===== config.mk =====
export PLATFORM = sky130hd
export DESIGN_NAME = scan_sequencer
export DESIGN_NICKNAME = d
export VERILOG_FILES = /design/src/rtl/scan_sequencer.sv
export SDC_FILE = /design/constraint.sdc
export NUM_CORES = 1
export LEC_CHECK = 0
export BUFFER_PORTS_ARGS = -buffer_cell sky130_fd_sc_hd__buf_4
export CAP_MARGIN = 20
export CORE_ASPECT_RATIO = 2
export CORE_UTILIZATION = 54
export CTS_CLUSTER_SIZE = 30
export DETAILED_ROUTE_END_ITERATION = 6
export PLACE_DENSITY = 0.8
export SETUP_SLACK_MARGIN = 0.3
export SYNTH_ARGS = -nofsm -noshare
export SYNTH_HDL_FRONTEND = slang
export SYNTH_SLANG_ARGS = --single-unit

===== constraint.sdc =====
create_clock -name clk -period 2.7 [get_ports clk]
set_input_delay 0.27 -clock clk [delete_from_list [all_inputs] [get_ports clk]]
set_output_delay 0.27 -clock clk [all_outputs]
set_load 0.02 [all_outputs]

===== src/rtl/scan_sequencer.sv =====
// rtl/scan_sequencer.sv - round-robin channel scanner driving a 3-to-8 decoder
//
// Purpose: steps a registered 3-bit select through the enabled channels of
// chan_mask in ascending order. Each channel gets an optional blanking gap
// with the enable low, followed by a dwell with the enable high.
//
// Ports:
//   clk         rising-edge clock
//   rst_n       asynchronous active-low reset
//   start       single-cycle request to begin scanning (ignored while busy)
//   stop        single-cycle abort request (wins over start)
//   chan_mask   per-channel enable, sampled live at launch and at each advance
//   dwell       enable-high cycles per channel (0 acts as 1)
//   blank       enable-low guard cycles before each channel (0 = no gap)
//   sel         registered channel address to the decoder
//   sel_en      registered decoder enable
//   busy        high whenever the sequencer is not idle
//   frame_done  one-cycle pulse when the sweep wraps past the top channel
module scan_sequencer #(
   parameter int DWELL_W = 8
) (
   input  logic               clk,
   input  logic               rst_n,
   input  logic               start,
   input  logic               stop,
   input  logic [7:0]         chan_mask,
   input  logic [DWELL_W-1:0] dwell,
   input  logic [3:0]         blank,
   output logic [2:0]         sel,
   output logic               sel_en,
   output logic               busy,
   output logic               frame_done
);

   localparam int CNT_W = (DWELL_W > 4) ? DWELL_W : 4;

   typedef enum logic [1:0] {IDLE, BLANK, DWELL} state_t;

   state_t           state, state_nxt;
   logic [CNT_W-1:0] cnt, cnt_nxt;
   logic [2:0]       sel_nxt;
   logic             sel_en_nxt, busy_nxt, frame_done_nxt;

   logic [2:0]       first_ch;
   logic [2:0]       adv_ch;
   logic             adv_wrap;
   logic             adv_found;
   logic [3:0]       scan_idx;
   logic [CNT_W-1:0] blank_load, dwell_load;
   logic             launch, last_cycle, mask_any;

   // The counter holds remaining cycles minus one, so loading on entry
   // latches the setting for the whole state.
   assign blank_load = CNT_W'(blank) - CNT_W'(1);
   assign dwell_load = (dwell == '0) ? '0 : CNT_W'(dwell) - CNT_W'(1);
   assign mask_any   = |chan_mask;
   assign launch     = start && !stop && mask_any;
   assign last_cycle = (cnt == '0);

   // Channel search: lowest set bit for launch, next set bit above sel for
   // advance. A carry into scan_idx[3] means the search wrapped, which also
   // covers the single-channel case where the only hit is sel itself.
   always_comb begin
      first_ch  = 3'd0;
      for (int i = 7; i >= 0; i--) begin
         if (chan_mask[i]) first_ch = 3'(i);
      end
      adv_ch    = sel;
      adv_wrap  = 1'b0;
      adv_found = 1'b0;
      scan_idx  = 4'd0;
      for (int k = 1; k <= 8; k++) begin
         scan_idx = {1'b0, sel} + 4'(k);
         if (!adv_found && chan_mask[scan_idx[2:0]]) begin
            adv_found = 1'b1;
            adv_ch    = scan_idx[2:0];
            adv_wrap  = scan_idx[3];
         end
      end
   end

   // State register plus registered outputs.
   always_ff @(posedge clk or negedge rst_n) begin
      if (!rst_n) begin
         state      <= IDLE;
         cnt        <= '0;
         sel        <= 3'd0;
         sel_en     <= 1'b0;
         busy       <= 1'b0;
         frame_done <= 1'b0;
      end else begin
         state      <= state_nxt;
         cnt        <= cnt_nxt;
         sel        <= sel_nxt;
         sel_en     <= sel_en_nxt;
         busy       <= busy_nxt;
         frame_done <= frame_done_nxt;
      end
   end

   // Next-state and counter.
   always_comb begin
      state_nxt = state;
      cnt_nxt   = cnt;
      case (state)
         IDLE: begin
            if (launch) begin
               if (blank != 4'd0) begin
                  state_nxt = BLANK;
                  cnt_nxt   = blank_load;
               end else begin
                  state_nxt = DWELL;
                  cnt_nxt   = dwell_load;
               end
            end
         end
         BLANK: begin
            if (stop) begin
               state_nxt = IDLE;
            end else if (last_cycle) begin
               state_nxt = DWELL;
               cnt_nxt   = dwell_load;
            end else begin
               cnt_nxt   = cnt - CNT_W'(1);
            end
         end
         DWELL: begin
            if (stop) begin
               state_nxt = IDLE;
            end else if (last_cycle) begin
               if (!mask_any) begin
                  state_nxt = IDLE;
               end else if (blank != 4'd0) begin
                  state_nxt = BLANK;
                  cnt_nxt   = blank_load;
               end else begin
                  state_nxt = DWELL;
                  cnt_nxt   = dwell_load;
               end
            end else begin
               cnt_nxt   = cnt - CNT_W'(1);
            end
         end
         default: begin
            state_nxt = IDLE;
            cnt_nxt   = '0;
         end
      endcase
   end

   // Next values of the registered outputs.
   always_comb begin
      sel_nxt        = sel;
      frame_done_nxt = 1'b0;
      if (state == IDLE && launch) begin
         sel_nxt = first_ch;
      end else if (state == DWELL && !stop && last_cycle && mask_any) begin
         sel_nxt        = adv_ch;
         frame_done_nxt = adv_wrap;
      end
      sel_en_nxt = (state_nxt == DWELL);
      busy_nxt   = (state_nxt != IDLE);
   end

endmodule


# Yosys cells after proc, flatten, opt, wreduce, memory -nomap -nowiden
# Index checks and enable logic that the tools add are counted.
[word_totals]
reg_bits = 16
latch_bits = 0
ramBits = 0
romBits = 0
in_bits = 24
out_inout_bits = 6
wordCells = 131
memories = 0
[classes]
add_sub_neg = 11
n_mul = 0
div_mod_pow = 0
n_lt_le_gt_ge = 8
eq_ne = 7
shift = 0
mux = 68
n_bitwise = 0
n_reduce_logical = 31
[op_table]
columns = ["operator", "n"]
rows = [
  ["2-to-1 mux 8 bit", 8],
  ["2-to-1 mux 3 bit", 18],
  ["< comparator 3 x 4 -> 1 bit, second input constant", 8],
  ["2-to-1 mux 1 bit", 25],
  ["binary-select mux 1 bit (select 3 bit)", 8],
  ["case mux 8 bit (3 select lines)", 1],
  ["adder 3 x 3 -> 4 bit, second input constant", 4],
  ["zero test 8 bit", 2],
  ["subtractor 8 x 1 -> 8 bit, second input constant", 2],
  ["2-to-1 mux 2 bit", 7],
  ["logical AND 1 bit", 13],
  ["nonzero test 9 bit", 1],
  ["adder 3 x 2 -> 4 bit, second input constant", 2],
  ["zero test 1 bit", 8],
  ["OR reduction 8 bit", 1],
  ["!= test 2 bit, second input constant", 3],
  ["case mux 2 bit (3 select lines)", 1],
  ["subtractor 4 x 1 -> 5 bit, second input constant", 1],
  ["adder 3 x 1 -> 4 bit, second input constant", 1],
  ["adder 3 x 4 -> 4 bit, second input constant", 1],
  ["equality test 2 bit, second input constant", 2],
  ["AND reduction 4 bit", 1],
  ["nonzero test 2 bit", 2],
  ["nonzero test 4 bit", 1],
  ["other kinds (4)", 4],
]

# Depth between registers and ports, before layout
[logic_depth]
ltp_word = 27
ltp_mapped = 14
ltp_nobuf = 9

# Worst setup path after synthesis
# No wires, ideal clock.
[synth_path]
path_kind = "register -> register"
startpoint = "reg sel[0]"
endpoint = "reg frame_done"
setup_time_ps = 94
arrival_time_ps = 3005
required_time_ps = 2606
slack_ps = -398
stages_incl_launch_ff = 15
n_path_buf = 5
synth_period_minus_slack_ps = 3098
path_cell_list = "dfrtp_1 buf_6 buf_12 buf_12 inv_1 ha_1 clkbuf_1 clkbuf_1 nand3b_1 mux2_2 and4_1 or4_1 a21oi_1 o21bai_1 a221oi_2"
[synth_via]
elab_chain_cells = 27
elab_cells_between_ends = 55
classes_between = "8 x add/sub; 33 x mux; 14 x reduce/logical"
[synth_lines]
columns = ["element", "line_no", "source"]
rows = [
  ["start, declared", "29", "output logic [2:0] sel,"],
  ["start signal, assigned", "94", "sel <= sel_nxt;"],
  ["adder 3 x 1 -> 4 bit", "73", "scan_idx = {1'b0, sel} + 4'(k);"],
  ["binary-select mux 1 bit (select 3 bit)", "74", "if (!adv_found && chan_mask[scan_idx[2:0]]) begin"],
  ["2-to-1 mux 1 bit (not written as such)", "74", ""],
  ["2-to-1 mux 1 bit", "74", ""],
  ["zero test 1 bit", "74", ""],
  ["logical AND 1 bit", "74", ""],
  ["2-to-1 mux 1 bit", "74", ""],
  ["zero test 1 bit", "74", ""],
  ["(+12 left out)", "--", ""],
  ["logical AND 1 bit", "74", ""],
  ["2-to-1 mux 1 bit", "74", ""],
  ["zero test 1 bit", "74", ""],
  ["logical AND 1 bit", "74", ""],
  ["2-to-1 mux 1 bit (*)", "74", ""],
  ["2-to-1 mux 1 bit (*)", "157", "end else if (state == DWELL && !stop && last_cycle && mask_any) begin"],
  ["2-to-1 mux 1 bit (*)", "155", "if (state == IDLE && launch) begin"],
  ["via frame_done_nxt", "42", "logic sel_en_nxt, busy_nxt, frame_done_nxt;"],
  ["end signal, assigned", "97", "frame_done <= frame_done_nxt;"],
  ["end, declared", "32", "output logic frame_done"],
]
# The timed path passes the listed nets; every way through them passes the cells marked *. The select of a mux whose other input is x is not followed.
# A chain may end at the register's enable or synchronous reset.

# Worst setup path after layout
# Same ends and word-level chain as after synthesis.

==> impl_metrics.yaml <==
floorplan:
  placement_rows: 33
  start_util: 0.569
  core_area_um2: 4170
  ioPinCount: 30
  die-height_um: 95.8
  die_width_um: 48.9
  die-area_um2: 4680
logic_synthesis:
  async_reset_ff_frac: 1.00
  ys_top_cells_by_area: "dfrtp_1 (17%), mux4_2 (5.7%), ha_1 (5.3%)"
  mappedNetlistNets: 317
  synth.ff_latch_count: 16
  synth_warnings: 0
  post_synth_most_frequent_cells: "nand2_1 (33), nor2_1 (25), a21oi_1 (20), dfrtp_1 (16), inv_1 (13)"
  synthDominantAreaCellType: "dfrtp_1"
  synth.most_common_cell: "nand2_1"
  synth_edf_count: 0
  netlist_area_before_placement_um2: 2370
  synth_cells: 283
  postSynthAreaPerCell_um2: 8.39
  synthDistinctLibCells: 62
  synthFlopType: "dfrtp_1"
  synth_top_area_frac: 0.169
  yosysSeqAreaShare: 0.169
sta:
  max_slew_margin: 0.626
  clock.fmax_mhz: 404
  drv_slew: 0
  report.final.hold_viol_count: 0
  slew_at_the_pin_closest_to_its_max_slew_limit_ns: 0.556
  totalNegativeSetupSlack_ns: 0
  min_period_ns: 2.47
  finalWorstSetupSlack_ns: 0.226
  fin_worst_skew_ns: 0.00917
  final_min_period_over_clock_period: 0.916
  finalSetupViolCount: 0
  grt_setup_unrepaired: "yes"
setup_path:
  critical_path.max_stage_delay_ns: 0.49
  critical_path_class: "reg -> reg"
  path_max_fanout: 5
  worstSetupEndpointType: "flip-flop"
  cp_slowest_cell: "or4_4"
  cp.required_ns: 2.86
  path_cells: "buf_6 > mux2_4 > mux4_2 > or4_4 > a21oi_2 > o21bai_1 > a221oi_2"
  worst_setup_path_start_kind: "flip-flop"
  data_arrival_critical_path_ns: 2.64
  crit_family: "multiplexers"
  crit_buf_inv: 1
cts:
  cts_tree: "done"
  clkSinkCount: 16
  cts_buffers: 3
  htree_levels: 1
  ctsRootBufferMaster: "clkbuf_8"
  clock_insertion_delay_worst_skew_ns: 0.26
  clockBufferDepth: 2
  cts.clk_slew.worst_paths_ns: 0.07
route:
  dr_total_vias: 2510
  postRouteAntennaNets: 0
  wirelength_mm: 7.40
  first_iter_violations: 110
  detail_route.first_pass.iterations: 7
  drcViolationCount: 0
  post_dr_vias_cell: 6.57
  avgRoutedWirePerCell_um: 19.4
power_and_ir_drop:
  power.ir.vdd_worst_v: 0.000866
  power_w: 0.00378
  power_leakage_nw: 1.23
  power.density_cell_area_nw_per_um2: 1280
placed_design:
  placement.cell_area_um2: 2650
  post-place-ws_ns: 0.115
  place.port_buffers: 29
  place_congestion: 1.01
  detailed_place_hpwl_mm: 5.65
layout:
  layout-area-overhead-vs-synth_pct: 24.1
  final_net_count: 365
  antenna_diodes: 0
  fin_area_um2: 2950
  final_layout_size_suffix_gt1_frac: 0.324
  filler_cell_count: 333
global_route:
  globalRouteTotalUtil: 0.337
  antenna_found_initial: 0
  grt_max_degree: 17
  grt_remaining_overflow: 0
  grt_first_pass_wirelength_mm: 11.9
  first_global_vias: 2581
hold_path:
  worstHoldPathType: "in -> reg"
flow_run:
  max-cap-violations: 0
run_status:
  run_status: "complete, no violations"
-- kinds of logic (layout without fill, tap and decap cells) --
group	count (synthesis)	after routing	synth area share
AO/OA/AOI/OAI	76	76	0.223
XOR/XNOR	16	16	0.0622
adder cells (fa/ha/maj)	10	10	0.0527
buffers and inverters	27	74	0.0775
flip-flops	16	16	0.169
multiplexers	25	25	0.171
AND/OR/NAND/NOR	113	113	0.246
-- placed cells by master (no fill, tap or decap), types with 3 or more instances in the layout --
cell type / count
nand2_1: 31
dfrtp_1: 13
nand4_1: 3
nor2_1: 25
dfrtp_2: 3
nor3b_1: 4
mux4_2: 7
a221oi_2: 3
xnor2_1: 5
inv_1: 12
mux2i_1: 3
buf_6: 5
mux2i_4: 3
nor4_1: 4
clkbuf_8: 4
o2bb2ai_1: 4
o21ai_0: 9
a22o_1: 6
a211oi_1: 6
nand3_1: 7
a32o_1: 4
ha_1: 8
a21oi_1: 19
xor2_1: 10
buf_4: 50
nor3_1: 11
mux2_4: 4
nand2b_1: 3
mux2i_2: 4
o22ai_1: 7
-- area by class of cell --
cell class / count / area [µm²] / share of cell area
Clock buffer: 4 / 55.1 / 0.0187
Inverter: 14 / 62.6 / 0.0212
Multi-Input combinational cell: 240 / 1920 / 0.651
Sequential cell: 16 / 404 / 0.137
Tap cell: 52 / 65.1 / 0.0221
Timing Repair Buffer: 56 / 442 / 0.150
-- layer usage --
layer / routed length, µm / track usage / vias to the layer above
met5: 0 / 0 / -
met3: 263 / 0.0363 / 52
met4: 544 / 0.255 / 0
met2: 4230 / 0.690 / 104
li1: - / - / 1156
met1: 2370 / 0.286 / 1198
-- worst register-to-register path, cell delays in order, from the launching register on --
cell,delay (ns)
dfrtp_2,0.46
buf_6,0.16
mux2_4,0.31
mux4_2,0.48
or4_4,0.49
a21oi_2,0.16
o21bai_1,0.11
a221oi_2,0.21
-- stage by stage --
stage | util | hold WS, ns | cells
after floorplan | - | -0.0256 | 283
after global placement | 0.636 | 0.137 | 364
after detailed placement | 0.636 | 0.141 | 364
after CTS | 0.679 | 0.290 | 380
after global routing | 0.707 | 0.306 | 382
final | 0.707 | 0.300 | 382
-- power by group --
group,total [W],internal [W],switching (W)
registers,0.000474,0.000334,0.000140
logic,0.00309,0.00143,0.00166
clock network,0.000216,0.000130,0.0000864
total,0.00378,0.00189,0.00189
-- timing repair --
item	4_1_cts	5_1_grt
pin swaps	5	4
endpoints found under the hold margin	16	0
setup endpoints to repair	4	13
gates resized for setup	10	22
buffers inserted	11	2
hold buffers	1	0
-- state kept, by name (all words and copies together) (netlist names) --
| name | count |
|---|---|
| sel_en | 1 |
| cnt | 8 |
| state | 2 |
| frame_done | 1 |
| busy | 1 |
| sel | 3 |
-- final timing paths --
check / depth (start not counted) / slack [ns] / startpoint / to
setup / recovery: 7 / 0.23 / sel[0] / frame_done
hold / removal: 2 / 0.30 / stop / state[0]
setup reg to reg: 7 / 0.23 / sel[0] / frame_done
hold reg to reg: 1 / 0.54 / cnt[1] / cnt[1]
max in group asynchronous: 2 / 2.08 / rst_n / sel[2]
min in group asynchronous: 2 / 0.41 / rst_n / cnt[4]
Power figures use the tool's default switching activity.
